### src/rtl/cpu_types_pkg.sv
// ============================================================================
// cpu_types_pkg : shared MIPS pipeline types for the EX/MEM stage
// Rev 1.0 : initial release
// ============================================================================
`default_nettype none

package cpu_types_pkg;

   typedef logic [31:0] word_t;
   typedef logic [4:0]  regbits_t;

   typedef enum logic [1:0] {
      IDLE = 2'd0,
      REQ  = 2'd1,
      DONE = 2'd2
   } xm_state_t;

   localparam int XM_TIMEOUT_CYCLES = 255;

   // Everything the EX/MEM latch carries forward, bubble = all zeros
   typedef struct packed {
      word_t    alu_out;
      word_t    store;
      word_t    pc4;
      regbits_t wsel;
      logic     mem_to_reg;
      logic     reg_write;
      logic     dren;
      logic     dwen;
      logic     halt;
   } xm_fields_t;

   function automatic logic is_mem_op(input xm_fields_t f);
      return f.dren | f.dwen;
   endfunction

endpackage

`default_nettype wire

### src/rtl/pipeline_execute_memory_if.sv
// ============================================================================
// pipeline_execute_memory_if : data-cache request/response bundle
// Rev 1.0 : initial release
// ============================================================================
`default_nettype none

interface pipeline_execute_memory_if;
   import cpu_types_pkg::*;

   logic  dhit;
   word_t dmemload;
   logic  dmemREN;
   logic  dmemWEN;
   word_t dmemaddr;
   word_t dmemstore;

   modport master (
      input  dhit, dmemload,
      output dmemREN, dmemWEN, dmemaddr, dmemstore
   );

   modport slave (
      output dhit, dmemload,
      input  dmemREN, dmemWEN, dmemaddr, dmemstore
   );

endinterface

`default_nettype wire

### src/rtl/pipeline_execute_memory_watchdog.sv
// ============================================================================
// mem_watchdog : counts consecutive stalled request cycles, sticky error flag
// Rev 1.0 : initial release
// ============================================================================
`default_nettype none

module mem_watchdog
   import cpu_types_pkg::*;
#(
   parameter int TIMEOUT_CYCLES = XM_TIMEOUT_CYCLES
) (
   input  logic CLK,
   input  logic RST,
   input  logic stall_i,
   output logic mem_err_o
);

   localparam int                c_cnt_w = $clog2(TIMEOUT_CYCLES + 1);
   localparam logic [c_cnt_w-1:0] c_limit = c_cnt_w'(TIMEOUT_CYCLES);

   logic [c_cnt_w-1:0] cnt_q, cnt_d;
   logic               err_q, err_d;

   // A stall run is contiguous, so any non-stalled cycle restarts the count
   always_comb begin
      cnt_d = '0;
      if (stall_i) begin
         cnt_d = (cnt_q == c_limit) ? cnt_q : cnt_q + 1'b1;
      end
      err_d = err_q | (cnt_d == c_limit);
   end

   always_ff @(posedge CLK or posedge RST) begin
      if (RST) begin
         cnt_q <= '0;
         err_q <= 1'b0;
      end else begin
         cnt_q <= cnt_d;
         err_q <= err_d;
      end
   end

   assign mem_err_o = err_q;

endmodule

`default_nettype wire

### src/rtl/pipeline_execute_memory.sv
// ============================================================================
// pipeline_execute_memory : EX/MEM latch with data-cache handshake and stall
// Optional request watchdog built when XM_TIMEOUT_EN is defined.
// Rev 1.0 : initial release
// ============================================================================
`default_nettype none

module pipeline_execute_memory
   import cpu_types_pkg::*;
#(
   parameter int TIMEOUT_CYCLES = XM_TIMEOUT_CYCLES
) (
   input  logic     CLK,
   input  logic     RST,
   input  logic     en_xm,
   input  logic     flush_xm,
   input  word_t    alu_out_ex,
   input  word_t    store_ex,
   input  regbits_t wsel_ex,
   input  logic     MemToReg_ex,
   input  logic     RegWrite_ex,
   input  logic     dREN_ex,
   input  logic     dWEN_ex,
   input  logic     halt_ex,
   input  word_t    pc4_ex,
   pipeline_execute_memory_if.master dcif,
   output word_t    alu_out_mem,
   output word_t    pc4_mem,
   output word_t    dload_mem,
   output regbits_t wsel_mem,
   output logic     MemToReg_mem,
   output logic     RegWrite_mem,
   output logic     halt_mem,
   output logic     stall_xm,
   output logic     mem_err
);

   xm_state_t  state_q;
   xm_fields_t mem_q, ex_d;
   word_t      hold_q;
   logic       stall;
   logic       adv;

   assign stall = (state_q == REQ) & ~dcif.dhit;
   assign adv   = en_xm & ~stall & ~mem_q.halt;

   always_comb begin
      ex_d = '0;
      if (!flush_xm) begin
         ex_d.alu_out    = alu_out_ex;
         ex_d.store      = store_ex;
         ex_d.pc4        = pc4_ex;
         ex_d.wsel       = wsel_ex;
         ex_d.mem_to_reg = MemToReg_ex;
         ex_d.reg_write  = RegWrite_ex;
         ex_d.dren       = dREN_ex;
         ex_d.dwen       = dWEN_ex;
         ex_d.halt       = halt_ex;
      end
   end

   // A hit that lands while the hazard unit holds us must be parked until advance
   always_ff @(posedge CLK or posedge RST) begin
      if (RST) begin
         state_q <= IDLE;
         mem_q   <= '0;
         hold_q  <= '0;
      end else if (adv) begin
         mem_q   <= ex_d;
         state_q <= is_mem_op(ex_d) ? REQ : IDLE;
      end else if ((state_q == REQ) && dcif.dhit && !en_xm) begin
         hold_q  <= dcif.dmemload;
         state_q <= DONE;
      end
   end

   assign dcif.dmemREN   = (state_q == REQ) & mem_q.dren;
   assign dcif.dmemWEN   = (state_q == REQ) & mem_q.dwen;
   assign dcif.dmemaddr  = mem_q.alu_out;
   assign dcif.dmemstore = mem_q.store;

   always_comb begin
      dload_mem = '0;
      case (state_q)
         REQ:     dload_mem = dcif.dmemload;
         DONE:    dload_mem = hold_q;
         default: dload_mem = '0;
      endcase
   end

   assign alu_out_mem  = mem_q.alu_out;
   assign pc4_mem      = mem_q.pc4;
   assign wsel_mem     = mem_q.wsel;
   assign MemToReg_mem = mem_q.mem_to_reg;
   assign RegWrite_mem = mem_q.reg_write;
   assign halt_mem     = mem_q.halt;
   assign stall_xm     = stall;

`ifdef XM_TIMEOUT_EN
   mem_watchdog #(
      .TIMEOUT_CYCLES (TIMEOUT_CYCLES)
   ) u_watchdog (
      .CLK       (CLK),
      .RST       (RST),
      .stall_i   (stall),
      .mem_err_o (mem_err)
   );
`else
   assign mem_err = 1'b0;
`endif

endmodule

`default_nettype wire

### src/flat_wrapper.sv
// flat-port wrapper written by rule: the top's interface ports become plain ports
module pipeline_execute_memory_flat import cpu_types_pkg::*;
#(
   parameter int TIMEOUT_CYCLES = XM_TIMEOUT_CYCLES
)
  (CLK, RST, en_xm, flush_xm, alu_out_ex, store_ex, wsel_ex, MemToReg_ex, RegWrite_ex, dREN_ex, dWEN_ex, halt_ex, pc4_ex, alu_out_mem, pc4_mem, dload_mem, wsel_mem, MemToReg_mem, RegWrite_mem, halt_mem, stall_xm, mem_err, dcif_dhit, dcif_dmemload, dcif_dmemREN, dcif_dmemWEN, dcif_dmemaddr, dcif_dmemstore);
  pipeline_execute_memory_if dcif_i ();
  input  logic CLK;
  input  logic RST;
  input  logic en_xm;
  input  logic flush_xm;
  input  word_t alu_out_ex;
  input  word_t store_ex;
  input  regbits_t wsel_ex;
  input  logic MemToReg_ex;
  input  logic RegWrite_ex;
  input  logic dREN_ex;
  input  logic dWEN_ex;
  input  logic halt_ex;
  input  word_t pc4_ex;
  output word_t alu_out_mem;
  output word_t pc4_mem;
  output word_t dload_mem;
  output regbits_t wsel_mem;
  output logic MemToReg_mem;
  output logic RegWrite_mem;
  output logic halt_mem;
  output logic stall_xm;
  output logic mem_err;
  input wire logic [$bits(dcif_i.dhit)-1:0] dcif_dhit;
  input wire logic [$bits(dcif_i.dmemload)-1:0] dcif_dmemload;
  output wire logic [$bits(dcif_i.dmemREN)-1:0] dcif_dmemREN;
  output wire logic [$bits(dcif_i.dmemWEN)-1:0] dcif_dmemWEN;
  output wire logic [$bits(dcif_i.dmemaddr)-1:0] dcif_dmemaddr;
  output wire logic [$bits(dcif_i.dmemstore)-1:0] dcif_dmemstore;
  assign dcif_i.dhit = dcif_dhit;
  assign dcif_i.dmemload = dcif_dmemload;
  assign dcif_dmemREN = dcif_i.dmemREN;
  assign dcif_dmemWEN = dcif_i.dmemWEN;
  assign dcif_dmemaddr = dcif_i.dmemaddr;
  assign dcif_dmemstore = dcif_i.dmemstore;
  pipeline_execute_memory #(.TIMEOUT_CYCLES(TIMEOUT_CYCLES)) u_core (.CLK(CLK), .RST(RST), .en_xm(en_xm), .flush_xm(flush_xm), .alu_out_ex(alu_out_ex), .store_ex(store_ex), .wsel_ex(wsel_ex), .MemToReg_ex(MemToReg_ex), .RegWrite_ex(RegWrite_ex), .dREN_ex(dREN_ex), .dWEN_ex(dWEN_ex), .halt_ex(halt_ex), .pc4_ex(pc4_ex), .dcif(dcif_i), .alu_out_mem(alu_out_mem), .pc4_mem(pc4_mem), .dload_mem(dload_mem), .wsel_mem(wsel_mem), .MemToReg_mem(MemToReg_mem), .RegWrite_mem(RegWrite_mem), .halt_mem(halt_mem), .stall_xm(stall_xm), .mem_err(mem_err));
endmodule
### config.mk
export PLATFORM = sky130hd
export DESIGN_NAME = pipeline_execute_memory_flat
export DESIGN_NICKNAME = d
export VERILOG_FILES = /design/src/rtl/cpu_types_pkg.sv /design/src/rtl/pipeline_execute_memory_if.sv /design/src/rtl/pipeline_execute_memory_watchdog.sv /design/src/rtl/pipeline_execute_memory.sv /design/src/flat_wrapper.sv
export SDC_FILE = /design/constraint.sdc
export NUM_CORES = 1
export LEC_CHECK = 0
export CAP_MARGIN = 20
export CELL_PAD_IN_SITES_DETAIL_PLACEMENT = 0
export CELL_PAD_IN_SITES_GLOBAL_PLACEMENT = 1
export CORE_ASPECT_RATIO = 0.75
export CORE_MARGIN = 5
export CORE_UTILIZATION = 30
export CTS_CLUSTER_SIZE = 14
export DETAILED_ROUTE_END_ITERATION = 12
export GPL_TIMING_DRIVEN = 1
export PLACE_DENSITY = 0.82
export SLEW_MARGIN = 20
export SYNTH_ARGS = -nofsm -noshare
export SYNTH_HDL_FRONTEND = slang
export SYNTH_HIERARCHICAL = 1
export SYNTH_SLANG_ARGS = --single-unit
export TNS_END_PERCENT = 5
### constraint.sdc
create_clock -name CLK -period 4.3 [get_ports CLK]
set_input_delay 0.43 -clock CLK [delete_from_list [all_inputs] [get_ports CLK]]
set_output_delay 0.43 -clock CLK [all_outputs]
set_load 0.01 [all_outputs]
==> summary.md, run 1 <==
## Logic synthesis
- **largest family of logic cells by synthesized area** multiplexers
- **basic-gate share of the synthesized area counting and, or, nand and nor cells** 0.113
- **average cell area after synthesis** 11.8 um^2
- **count of mapped cells out of synthesis** 633
- **synthesized area** 0.00750 mm^2
- **Synth Area in Adders** 0.00334
- **number of synthesis warnings** 6
- **Synth Register Bits** 140
- **synthesized net count** 778
- **xor and xnor area share after synthesis** 0
- **multiplexer area fraction after synthesis** 0.216
- **sequential cell area fraction in the yosys report** 0.467
- **synthesized-area fraction occupied by ao, oa, aoi and oai cells** 0.0345
- **distinct cell type count of the synthesized netlist** 25

## Outcome
- **outcome** finished, final reports clean

## STA
- **upper clock frequency limit** 348 MHz
- **slew margin rel.** 0.346
- **final count of pins violating max slew** 0
- **count of endpoints failing setup in the final report** 0
- **crit path time final** 2.87 ns
- **Least-Margin Pin Slew** 0.981 ns
- **share of the clock period used by the worst path after layout** 0.668
- **RSZ-0062 raised after global routing** no
- **number of failing hold endpoints at the final stage** 0
- **final clock skew** 0.00886 ns
- **Sum Neg Setup Slack** 0 ns

## Power
- **Static Leak** 4.37 nW
- **Overall Power** 6.66 mW
- **maximum vdd ir drop** 0.000348 V
- **pwr dens** 634 mW/mm^2

## CTS
- **number of sinks handled by clock tree synthesis** 140
- **post-CTS setup repair buffer count** 0
- **insertion delay to the later sink of the worst-skew pair** 0.42 ns
- **CTS HTree Levels** 4
- **post-cts hold buffer count** 0
- **TritonCTS clock tree** yes
- **clock-pin slew on the worst setup and hold paths** 0.06 ns
- **number of buffers added by the clock tree synthesis step** 17
- **cell chosen for the clock root** clkbuf_16
- **number of instances resized during post-cts repair** 0
- **Max Buffers Root-to-Sink** 2

## GRT
- **initial antenna violation count** 0
- **number of global-route vias before repair** 5210
- **total global routing overflow** 0
- **overall routing resource usage** 0.134
- **maximum number of pins on one net before global-route repair** 109
- **first-pass GRT wire length** 29600 um

## Floorplanning
- **standard-cell rows** 50
- **horizontal extent of the die** 193 um
- **CORE AREA** 0.0248 mm^2
- **Die Area** 0.0283 mm^2
- **Vert. Die Dim** 147 um
- **Boundary Pins** 315
- **effective utilization at floorplan** 0.303

## Drt
- **Avg Vias per Cell** 4.27
- **final WL** 19300 um
- **number of nets with antenna violations after routing** 0
- **Pre-antenna DRT Iters** 4
- **number of DRC violations after detailed-routing iteration 0** 132
- **Vias** 4921
- **mean routed wirelength per cell** 16.7 um
- **number of design rule violations left after detail routing** 0

## Critical path
- **slowest cell on the critical path** ha_1
- **endpoint arrival time on the critical path** 2.44 ns
- **Worst Setup SP** u_core/state_q[0]
- **largest delay contributor family on the critical path** adder cells
- **Buf/Inv on CP** 2
- **reg-to-reg startpoint** u_core/state_q[0]
- **sort of element at the start of the critical path** register
- **Data required, critical path** 3.87 ns
- **CP max FO** 32
- **endpoint kind of the worst setup timing path** output port
- **type of the setup path with the least slack** register to output port
- **Max stage delay on crit path** 0.91 ns
- **ordered list of cells on the worst path** inv_1 > ha_1 > nor2_1 > clkdlybuf4s50_1

## Finish
- **diode insertion count for antenna repair** 0
- **number of nets at the end of the flow** 946
- **final standard cell utilization of the core** 0.424
- **layout cell share with drive strength beyond 1** 0.219
- **Layout Area Growth over Synthesis** 40.0%

## Min path
- **critical hold path startpoint** u_core/mem_q[1]
- **worst hold path class** register to register

## Place
- **Post-DP HPWL** 13300 um
- **count of buffers inserted at the top-level ports** 313
- **routability congestion estimate from global placement** 0.734

## Run
- **Max-cap violations** 0

==> final cells by class <==
type / instances / area [um^2]
Multi-Input combinational cell: 319 / 2760
Timing Repair Buffer: 319 / 3200
Tap cell: 338 / 423
Clock inverter: 12 / 146
Clock buffer: 20 / 447
Inverter: 4 / 20.0
Sequential cell: 140 / 3500
Fill cell: 2349 / 14300
==> synthesized netlist by cell type, drive strengths merged <==
cell | n | area (um^2)
nand3b | 1 | 7.51
clkbuf | 20 | 76.3
inv | 4 | 15.0
conb | 1 | 3.75
a22oi | 32 | 240
buf | 150 | 1150
a31o | 1 | 8.76
nor2b | 92 | 583
ha | 2 | 25.0
nand2 | 1 | 3.75
nor3b | 1 | 12.5
and2 | 2 | 12.5
dfrtp | 140 | 3500
mux2 | 137 | 1610
o21ai | 2 | 10.0
mux2i | 1 | 10.0
nor2 | 32 | 120
and2b | 14 | 105
==> state kept, by name (all words and copies together), names as in the netlist <==
register / flops
u_core/alu_out_mem: 32
u_core/dcif.dmemstore: 32
u_core/hold_q: 32
u_core/pc4_mem: 32
u_core/wsel_mem: 5
u_core/mem_q: 2
u_core/state_q: 2
u_core/MemToReg_mem: 1
u_core/RegWrite_mem: 1
u_core/halt_mem: 1
==> per-stage QoR <==
step | hold slack, ns | area (um^2) | setup slack, ns | cells
final | 0.500 | 10500 | 1.43 | 1152
after global routing | 0.511 | 10500 | 1.25 | 1152
after CTS | 0.503 | 10500 | 1.37 | 1152
after detailed placement | 0.490 | 9900 | 1.85 | 1120
after global placement | 0.481 | 9900 | 1.94 | 1120
after floorplan | 0.473 | 7500 | 0.117 | 633
==> final timing paths <==
path,end,slack (ns),depth (start not counted)
worst max-delay path,dload_mem[22],1.43,4
worst min-delay path,u_core/mem_q[1],0.50,1
worst max register to register,u_core/dcif.dmemstore[27],1.84,6
worst min register to register,u_core/mem_q[1],0.50,1
max in group asynchronous,u_core/pc4_mem[0],2.94,3
min in group asynchronous,u_core/alu_out_mem[30],0.54,2
==> layout by cell type (no fill, tap or decap), drive strengths merged, types with 2 or more instances in the layout <==
cell type / n
dfrtp: 140
ha: 2
bufinv: 3
and2: 2
clkbuf: 20
clkinv: 6
mux2: 137
nor2: 32
a22oi: 32
inv: 4
clkinvlp: 3
o21ai: 2
nor2b: 92
and2b: 14
buf: 7
clkdlybuf4s50: 312
==> cells by family after synthesis <==
group,Yosys count
AOI/OAI and AO/OA,35
adders and majority gates,2
buffers and inverters,174
DFF,140
muxes,138
other,1
and+or+nand+nor,143
==> worst reg2reg max path, cell delays in order, from the launching register on <==
cell and delay [ns]:
dfrtp_1 0.40, ha_1 0.20, buf_4 0.24, nor2b_4 0.20, nor3b_4 0.21, buf_12 0.47, mux2_2 0.61
==> power by group <==
part           switching, mW  total, mW  internal [mW]
logic                   1.18       2.97           1.80
clock network          0.576       1.50          0.923
registers              0.317       2.18           1.86
==> layer usage <==
metal  global-route usage  part of all wire  up-vias
met4               0.0442             0.017        0
met1                0.162              0.42     2404
li1                     -                 -     2305
met2                0.216              0.47      191
met3               0.0596             0.091       21
met5                    0                 0        -
No activity file was read; power rests on OpenSTA's default activity.
==> inputs of run 2 (changes only) <==
Clock period 4.3 ns to 2.4 ns, I/O delays scaled along.
==> run 2 against run 1 <==
Worst hold slack got worse by 0.44 ns. Cell area rose by 3.2%. Clock power rose by 89%. Wire length rose by 1.9%.
==> summary.md, run 2 (synthesized netlist as in run 1, its figures left out) <==
## Outcome
- **outcome** finished, final reports clean

## Finish
- **leading cell types in the layout, fill and taps excluded** 282 x clkdlybuf4s50_1, 140 x dfrtp_1, 120 x mux2_2
- **layout cell share with drive strength beyond 1** 0.232
- **most common cell after layout, fill and taps aside** clkdlybuf4s50_1
- **diode insertion count for antenna repair** 0
- **final standard cell utilization of the core** 0.437
- **number of nets at the end of the flow** 957
- **final instance count without filler cells** 1163
- **post-route standard cell area excluding fillers** 0.0108 mm^2
- **Layout Area Growth over Synthesis** 44.5%

## CTS
- **Max Buffers Root-to-Sink** 2
- **cell chosen for the clock root** clkbuf_16
- **insertion delay to the later sink of the worst-skew pair** 0.42 ns
- **number of buffers added by the clock tree synthesis step** 17
- **number of sinks handled by clock tree synthesis** 140
- **CTS HTree Levels** 4
- **clock-pin slew on the worst setup and hold paths** 0.06 ns
- **TritonCTS clock tree** yes

## Min path
- **worst hold path class** input port to asynchronous set/reset pin

## STA
- **final count of pins violating max slew** 0
- **crit path time final** 2.30 ns
- **count of endpoints failing setup in the final report** 0
- **final clock skew** 0.00714 ns
- **Hold Worst Slack** 0.0624 ns
- **upper clock frequency limit** 436 MHz
- **number of failing hold endpoints at the final stage** 0
- **share of the clock period used by the worst path after layout** 0.957

## Drt
- **Pre-antenna DRT Iters** 4
- **final WL** 19600 um
- **number of design rule violations left after detail routing** 0
- **mean routed wirelength per cell** 16.9 um
- **number of DRC violations after detailed-routing iteration 0** 164
- **number of nets with antenna violations after routing** 0
- **Avg Vias per Cell** 4.32
- **Vias** 5026

## Place
- **count of buffers inserted at the top-level ports** 313
- **dpl cells** 1129
- **routability congestion estimate from global placement** 0.747
- **Post-DP HPWL** 13900 um
- **cell area after placement** 0.0101 mm^2

## GRT
- **total global routing overflow** 0
- **overall routing resource usage** 0.135
- **number of global-route vias before repair** 5445
- **initial antenna violation count** 1
- **maximum number of pins on one net before global-route repair** 75
- **first-pass GRT wire length** 30200 um

## Floorplanning
- **standard-cell rows** 50
- **Vert. Die Dim** 147 um
- **effective utilization at floorplan** 0.303
- **horizontal extent of the die** 193 um
- **Die Area** 0.0283 mm^2
- **Boundary Pins** 315
- **CORE AREA** 0.0248 mm^2

## Critical path
- **endpoint arrival time on the critical path** 2.06 ns
- **endpoint kind of the worst setup timing path** output port
- **logic depth of the worst register-to-register path** 7
- **type of the setup path with the least slack** register to output port
- **ordered list of cells on the worst path** inv_1 > ha_4 > clkbuf_16 > a22oi_1 > nor2_1 > clkdlybuf4s50_1
- **Max stage delay on crit path** 0.55 ns
- **Data required, critical path** 2.16 ns
- **sort of element at the start of the critical path** register
- **CP max FO** 16
- **slowest cell on the critical path** clkdlybuf4s50_1

## Power
- **maximum vdd ir drop** 0.000513 V
- **pwr dens** 1140 mW/mm^2
- **Static Leak** 4.98 nW

## Run
- **Max-cap violations** 0

## run 2: cell types whose count changed in the layout (fill, tap and decap cells not counted), moves of 2 or more
cell / change
clkdlybuf4s50_1: -30
clkbuf_16: +2
dlymetal6s2s_1: +29
ha_1: -2
ha_4: +2
buf_12: +7
clkinv_2: -2
## run 2: where the power goes
group          switching (mW)  leakage, nW  internal [mW]
Combinational            2.21         2.91           3.38
Clock                    1.04        0.299           1.79
Sequential              0.597         1.78           3.34
Total                    3.85         4.98           8.52
## run 2: timing repair
item                                    in CTS  in global routing
setup buffers                                0                  0
gates resized for setup                      2                 33
hold buffers                                 0                  0
cloned                                       0                  2
endpoints found under the setup margin       2                 31
## run 2: worst paths after layout
| kind | from | endpoint | slack (ns) |
|---|---|---|---|
| setup / recovery | u_core/state_q[0] | dload_mem[11] | 0.10 |
| hold / removal | RST | u_core/wsel_mem[0] | 0.06 |
| setup reg to reg | u_core/state_q[1] | u_core/alu_out_mem[13] | 0.41 |
| hold reg to reg | u_core/wsel_mem[3] | u_core/wsel_mem[3] | 0.51 |
| max in group asynchronous | RST | u_core/dcif.dmemstore[21] | 1.69 |
| min in group CLK | flush_xm | u_core/dcif.dmemstore[24] | 0.31 |
## run 2: layer usage
| layer | track usage | vias up | wire (um) |
|---|---|---|---|
| met2 | 0.220 | 207 | 9140 |
| met5 | 0 | - | 11 |
| met3 | 0.0651 | 20 | 1920 |
| met4 | 0.0388 | 2 | 270 |
| li1 | - | 2327 | - |
| met1 | 0.160 | 2470 | 8270 |
## run 2: critical path, delay by kind of cell, from the launching register on
family	cells	cell delay [ns]
fa+ha+maj	1	0.18
simple gates	1	0.09
flops	1	0.43
buf+inv	3	0.86
compound gates	1	0.09
## run 2: final cells by class
cell class / count / area, um^2
clock buffers: 21 / 460
clock inverters: 11 / 166
fillers: 2329 / 13900
inverters: 4 / 18.8
multi-input cells: 319 / 2780
flip-flops and latches: 140 / 3500
well taps: 338 / 423
repair buffers: 330 / 3480
## run 2: through the flow
step	setup TNS, ns	setup slack, ns	power [mW]
floorplan	0	0.411	7.58
global placement	0	0.396	9.43
detailed placement	0	0.365	9.50
CTS	0	0.00164	12.4
global route	-0.0135	-0.00904	13.1
finish	0	0.104	12.4
